--- src/rtl/node_mem_pkg.sv ---
// Shared types and helpers for the node memory update engine.
// Latency: n/a (types, constants and a combinational helper only).
// Backpressure: n/a.
package node_mem_pkg;

  localparam int NODE_ADDR_W = 10;
  localparam int NODE_DATA_W = 36;

  typedef enum logic [1:0] {
    RUN,
    DRAIN,
    CLEAR
  } nue_state_t;

  // Update travelling from acceptance to the memory sample point
  typedef struct packed {
    logic                   valid;
    logic [NODE_ADDR_W-1:0] addr;
    logic [NODE_DATA_W-1:0] delta;
  } upd_rec_t;

  // Computed result whose write is not yet visible to a new read
  typedef struct packed {
    logic                   valid;
    logic [NODE_ADDR_W-1:0] addr;
    logic [NODE_DATA_W-1:0] data;
  } fwd_ent_t;

  // Unsigned add that clamps to all-ones instead of wrapping
  function automatic logic [NODE_DATA_W-1:0] sat_add(input logic [NODE_DATA_W-1:0] a,
                                                     input logic [NODE_DATA_W-1:0] b);
    logic [NODE_DATA_W:0] sum;
    sum = {1'b0, a} + {1'b0, b};
    return sum[NODE_DATA_W] ? {NODE_DATA_W{1'b1}} : sum[NODE_DATA_W-1:0];
  endfunction

endpackage

--- src/rtl/nue_fwd_pipe.sv ---
// Forwarding window: DEPTH-deep shift register of recent write-back results.
// Latency: lookup is combinational; a pushed result is visible from the next cycle.
// Backpressure: none, shifts every cycle.
module nue_fwd_pipe
  import node_mem_pkg::*;
#(
  parameter int DEPTH = 3
) (
  input  logic                   clk,
  input  logic                   rst,
  input  fwd_ent_t               push,
  input  logic [NODE_ADDR_W-1:0] look_addr,
  output logic                   hit,
  output logic [NODE_DATA_W-1:0] hit_data
);

  fwd_ent_t ent [DEPTH];

  // Entry 0 is the youngest result; older results age toward DEPTH-1
  always_ff @(posedge clk or posedge rst) begin
    if (rst) begin
      for (int i = 0; i < DEPTH; i++) ent[i] <= '0;
    end else begin
      ent[0] <= push;
      for (int i = 1; i < DEPTH; i++) ent[i] <= ent[i-1];
    end
  end

  // Scan oldest to youngest so the youngest matching result wins
  always_comb begin
    hit      = 1'b0;
    hit_data = '0;
    for (int i = DEPTH - 1; i >= 0; i--) begin
      if (ent[i].valid && ent[i].addr == look_addr) begin
        hit      = 1'b1;
        hit_data = ent[i].data;
      end
    end
  end

endmodule

--- src/rtl/node_update_engine.sv ---
// Read-modify-write update engine on port A, host queries and bulk clear on port B.
// Latency: write-back registered RD_LAT edges after acceptance; query response likewise.
// Backpressure: readies drop only while draining for / running a clear; rsp has none.
module node_update_engine
  import node_mem_pkg::*;
#(
  parameter int ADDR_W = NODE_ADDR_W,
  parameter int DATA_W = NODE_DATA_W,
  parameter int RD_LAT = 3
) (
  input  logic              clk,
  input  logic              rst,
  input  logic              upd_valid,
  output logic              upd_ready,
  input  logic [ADDR_W-1:0] upd_addr,
  input  logic [DATA_W-1:0] upd_delta,
  input  logic              qry_valid,
  output logic              qry_ready,
  input  logic [ADDR_W-1:0] qry_addr,
  output logic              rsp_valid,
  output logic [DATA_W-1:0] rsp_data,
  input  logic              clr_start,
  output logic              clr_busy,
  output logic              busy,
  output logic [31:0]       upd_count,
  output logic [ADDR_W-1:0] rdaddr_a,
  output logic [ADDR_W-1:0] wraddr_a,
  output logic              wren_a,
  output logic [DATA_W-1:0] wrdata_a,
  input  logic [DATA_W-1:0] q_a,
  output logic [ADDR_W-1:0] rdaddr_b,
  output logic [ADDR_W-1:0] wraddr_b,
  output logic              wren_b,
  output logic [DATA_W-1:0] wrdata_b,
  input  logic [DATA_W-1:0] q_b
);

  nue_state_t        state, state_nxt;
  upd_rec_t          req [RD_LAT];
  logic [RD_LAT-1:0] qry_pipe;
  logic [ADDR_W-1:0] clr_addr;
  logic              upd_fire, qry_fire, req_any, inflight;
  logic              fwd_hit;
  logic [DATA_W-1:0] fwd_data, old_val, new_val;
  fwd_ent_t          fwd_push;

  assign upd_ready = (state == RUN) && !rst;
  assign qry_ready = (state == RUN) && !rst;
  assign upd_fire  = upd_valid && upd_ready;
  assign qry_fire  = qry_valid && qry_ready;
  assign clr_busy  = (state != RUN);

  // Any update between acceptance and write-back register
  always_comb begin
    req_any = 1'b0;
    for (int i = 0; i < RD_LAT; i++) req_any = req_any | req[i].valid;
  end

  assign busy     = req_any || wren_a;
  assign inflight = busy || (|qry_pipe) || rsp_valid;

  // State register
  always_ff @(posedge clk or posedge rst) begin
    if (rst) state <= RUN;
    else     state <= state_nxt;
  end

  // Clear sequencing: drain in-flight work, then sweep every address
  always_comb begin
    state_nxt = state;
    wren_b    = 1'b0;
    wraddr_b  = '0;
    wrdata_b  = '0;
    case (state)
      RUN:     if (clr_start) state_nxt = DRAIN;
      DRAIN:   if (!inflight) state_nxt = CLEAR;
      CLEAR: begin
        wren_b   = 1'b1;
        wraddr_b = clr_addr;
        if (clr_addr == {ADDR_W{1'b1}}) state_nxt = RUN;
      end
      default: state_nxt = RUN;
    endcase
  end

  // Clear address counter, parked at 0 so every sweep starts from the bottom
  always_ff @(posedge clk or posedge rst) begin
    if (rst)                 clr_addr <= '0;
    else if (state == CLEAR) clr_addr <= clr_addr + 1'b1;
    else                     clr_addr <= '0;
  end

  // Older result that the memory read cannot yet see overrides q_a
  assign old_val  = fwd_hit ? fwd_data : q_a;
  assign new_val  = sat_add(old_val, req[RD_LAT-1].delta);
  assign fwd_push = '{valid: req[RD_LAT-1].valid, addr: req[RD_LAT-1].addr, data: new_val};

  nue_fwd_pipe #(.DEPTH(RD_LAT)) u_fwd (
    .clk      (clk),
    .rst      (rst),
    .push     (fwd_push),
    .look_addr(req[RD_LAT-1].addr),
    .hit      (fwd_hit),
    .hit_data (fwd_data)
  );

  // Update pipeline: launch the read, age the request, register the write-back
  always_ff @(posedge clk or posedge rst) begin
    if (rst) begin
      for (int i = 0; i < RD_LAT; i++) req[i] <= '0;
      rdaddr_a  <= '0;
      wren_a    <= 1'b0;
      wraddr_a  <= '0;
      wrdata_a  <= '0;
      upd_count <= '0;
    end else begin
      req[0] <= '{valid: upd_fire, addr: upd_addr, delta: upd_delta};
      for (int i = 1; i < RD_LAT; i++) req[i] <= req[i-1];
      if (upd_fire) rdaddr_a <= upd_addr;
      wren_a    <= req[RD_LAT-1].valid;
      wraddr_a  <= req[RD_LAT-1].valid ? req[RD_LAT-1].addr : '0;
      wrdata_a  <= req[RD_LAT-1].valid ? new_val : '0;
      upd_count <= upd_count + {31'd0, wren_a};
    end
  end

  // Query pipeline: raw port B read, response registered with the data
  always_ff @(posedge clk or posedge rst) begin
    if (rst) begin
      qry_pipe  <= '0;
      rdaddr_b  <= '0;
      rsp_valid <= 1'b0;
      rsp_data  <= '0;
    end else begin
      qry_pipe[0] <= qry_fire;
      for (int i = 1; i < RD_LAT; i++) qry_pipe[i] <= qry_pipe[i-1];
      if (qry_fire) rdaddr_b <= qry_addr;
      rsp_valid <= qry_pipe[RD_LAT-1];
      rsp_data  <= qry_pipe[RD_LAT-1] ? q_b : '0;
    end
  end

endmodule

--- config.mk ---
export PLATFORM = sky130hd
export DESIGN_NAME = node_update_engine
export DESIGN_NICKNAME = d
export VERILOG_FILES = /design/src/rtl/node_mem_pkg.sv /design/src/rtl/nue_fwd_pipe.sv /design/src/rtl/node_update_engine.sv
export SDC_FILE = /design/constraint.sdc
export NUM_CORES = 1
export LEC_CHECK = 0
export ABC_AREA = 1
export ABC_CLOCK_PERIOD_IN_PS = 18800
export CAP_MARGIN = 20
export CORE_MARGIN = 1.5
export CORE_UTILIZATION = 57
export DETAILED_ROUTE_END_ITERATION = 8
export GPL_TIMING_DRIVEN = 0
export PLACE_DENSITY = 0.95
export RECOVER_POWER = 100
export SETUP_SLACK_MARGIN = 0.5
export SYNTH_ARGS = -nofsm -noshare
export SYNTH_HDL_FRONTEND = slang
export SYNTH_HIERARCHICAL = 1
export SYNTH_SLANG_ARGS = --single-unit
export TNS_END_PERCENT = 10
--- constraint.sdc ---
create_clock -name clk -period 18.8 [get_ports clk]
set_clock_uncertainty 0.1 [all_clocks]
set_input_delay 3.76 -clock clk [delete_from_list [all_inputs] [get_ports clk]]
set_output_delay 3.76 -clock clk [all_outputs]
set_load 0.05 [all_outputs]
==> impl_results.md <==
- Die ar.: 33720 µm²
- Cell count after synthesis: 1904
- Synth Flop Type: dfrtp_1
- CTS tree: yes
- Post-Route Setup TNS: 0 ns
- Worst-Skew Late Latency: 0.55 ns
- Synth-to-layout area growth: 26.76%
- Final hold vios: 0
- Share of cells above drive strength 1: 10.83%
- Inserted Clock Buffers: 42
- Synth Area in Compound Gates: 2.106%
- Clock slew at reported path FFs: 0.07 ns
- P_leak: 12.27 nW
- Post-synthesis mux area share: 2.180%
- HPWL Detailed: 36870 µm
- Largest net degree at the start of global routing: 104
- Final setup violation count: 0
- Mean Syn Cell Area: 9.768 µm²
- H-tree depth: 2
- FFs w/ async S/R, synth: 100.0%
- Final min period: 11.52 ns
- Die height: 183.6 µm
- Final cell count without fillers: 2742
- PostCTS Resize Cnt: 0
- Starting density of the core: 58.49%
- Final Max Slew Viols: 338
- Synth warnings: 6
- Status: finished with violations
- Initial antenna violation count: 8
- Peak VDD IR: 0.06636 mV
- Setup CP Type: in -> async
- Final wirelength: 51930 µm
- Gr usage total: 31.42%
- Power Dens Cells: 112.2 nW/µm²
- R2r startpoint: fwd_push[44]$_DFF_PP0_
- Final period util: 61.27%
- Leading area contributor after synthesis: dfrtp_1
- # clock sinks: 433
- RSZ-0062 raised after global routing: false
- Post-cts hold buffer count: 0
- RePlAce Congestion: 0.9061
- Placed cell count: 2660
- Row count: 65
- Synth area leaders: dfrtp_1 58%, nand2_1 11%, inv_1 4.7%, nand3_1 3.3%, ha_1 2.6%
- Post-route cell area: 23580 µm²
- Fin worst setup slack: 7.281 ns
- Required @ worst endpoint: 18.00 ns
- Type of the worst min-delay path: reg -> reg
- Critical Path Start: rst
- Number of fillers in the final layout: 1994
- DR WL/cell: 18.94 µm
- Register-to-Register Path Depth: 19
- Top-count cell post-synth: nand2_1
- Area after DPL: 22200 µm²
- Synth top cells by count: 544 x nand2_1, 433 x dfrtp_1, 233 x inv_1, 121 x nand3_1, 109 x nor2_1
- Achievable clock frequency: 86.81 MHz
- CP Data Arrival Time: 10.72 ns
- Nets: 2442
- Initial DRC count: 1418
- DR vias/cell: 5.381
- Number of I/O pins: 320
- Routed Antenna Nets: 0
- Adder-cell share of the synthesized area: 2.731%
- First-pass iteration count of the detailed router: 5
- DR vias: 14760
- Setup Fix Bufs, Post-CTS: 0
- Dpl ws: 9.285 ns
- Worst setup EP type: async pin
- Synth Area in XOR/XNOR: 2.449%
- Failing checks: capacitance limit, slew limit
- Register bit total from synthesis: 433
- Drc violations: 0
- Synth Cell Area: 18600 µm²
- Simple-gate share of the synthesized area: 23.84%
- Largest family of logic cells by synthesized area: simple AND/OR/NAND/NOR gates
- Slew Limit Headroom: -266.8%
- Reg-to-Reg End: wrdata_a[22]$_DFF_PP0_
- Worst Tran Pin Value: 5.502 ns
- Max-cap violations: 4
- Startpoint Class: input pin
- Die Wd: 183.6 µm
- Port-buffer cells: 283
- Top cell type's share of synthesized area: 58.26%
- Worst Path Max Fanout: 103
- Seq/Total Area, Yosys: 58.26%
- Root buf cell: clkbuf_16
- First-pass GRT wire length: 81120 µm
- Vias in the first global route: 15160
- Worst R2R Setup Slack: 12.56 ns
- Distinct cells, synth: 51
- Post-synth EDFFs: 0
- Hold path depth: 0
- Core ar.: 31800 µm²
- Longest Clk Path Bufs: 3
- Tot Pwr: 2.646 mW
- Setup crit end: req[35]$_DFF_PP0_
- Grt ovf: 0
[layout make-up]
class	count	area (µm²)	area share [%]
timing repair buffer	286	2868	12.16
tap	435	544.3	2.309
buffer	84	629.4	2.670
multi-input combinational	1179	6203	26.31
inverter	243	914.6	3.880
clock inverter	22	369.1	1.566
clock buffer	53	1194	5.063
sequential	433	10840	45.96
antenna	7	17.52	0.07430
[worst min-delay path by stage]
stage	from	endpoint	slack, ns
4_1_cts	req[134]$_DFF_PP0_	req[87]$_DFF_PP0_	0.24
5_1_grt	req[112]$_DFF_PP0_	req[65]$_DFF_PP0_	0.25
6_report	req[134]$_DFF_PP0_	req[87]$_DFF_PP0_	0.24
3_3_place_gp	req[85]$_DFF_PP0_	fwd_push[38]$_DFF_PP0_	0.23
2_1_floorplan	req[83]$_DFF_PP0_	fwd_push[36]$_DFF_PP0_	0.23
3_5_place_dp	req[65]$_DFF_PP0_	req[18]$_DFF_PP0_	0.23
[power breakdown]
part | switching [mW] | internal [mW] | leakage (nW) | total (mW)
registers | 0.0655 | 1.05 | 5.23 | 1.11
logic | 0.425 | 0.170 | 6.28 | 0.594
clock network | 0.364 | 0.575 | 0.763 | 0.940
[cell usage in the layout (no fill, tap or decap), drive strengths merged, types with 39 or more instances in the layout]
cell	synthesis	final
clkbuf	20	79
dlygate4sd3	0	236
clkdlybuf4s50	0	47
inv	243	241
nand3	169	169
nand2	558	558
buf	64	61
a21oi	42	42
dfrtp	433	433
ha	39	39
nor2	122	122
[critical path, cell delays in order]
cell and delay, ns:
dlygate4sd3_1 0.65, clkinvlp_2 2.21, clkbuf_1 3.97
[metrics by stage]
stage | util (%) | hold WS [ns]
global route | 74.13 | 0.2499
global placement | 69.52 | 0.2329
CTS | 74.73 | 0.2409
floorplan | - | 0.2312
finish | 74.14 | 0.2386
detailed placement | 69.82 | 0.2347
[sequential cells by signal (all words and copies together), names as in the netlist, 3 cells and up]
| signal | cells |
|---|---|
| fwd_push | 11 |
| clr_addr | 10 |
| upd_count | 32 |
| rdaddr_b | 10 |
| wraddr_a | 10 |
| u_fwd/ent | 141 |
| wrdata_a | 36 |
| rdaddr_a | 10 |
| qry_pipe | 3 |
| rsp_data | 36 |
| req | 130 |
[cells by family after synthesis]
kind of cell               count (synthesis)
muxes                                     36
buffers and inverters                    327
other                                      1
and+or+nand+nor                          946
DFF                                      433
adders and majority gates                 40
xor gates and xnor gates                  52
AOI/OAI and AO/OA                         69
[layer usage]
metal / wire length [µm] / part of all wire [%] / vias to the layer above / GRT usage, %
met5: 13 / 0.025 / - / 0
met4: 2682 / 5.2 / 2 / 15.08
met3: 4067 / 7.8 / 204 / 6.597
met2: 25380 / 49 / 848 / 53.29
met1: 19780 / 38 / 7110 / 38.47
li1: - / - / 6592 / -
Power figures use the tool's default switching activity.
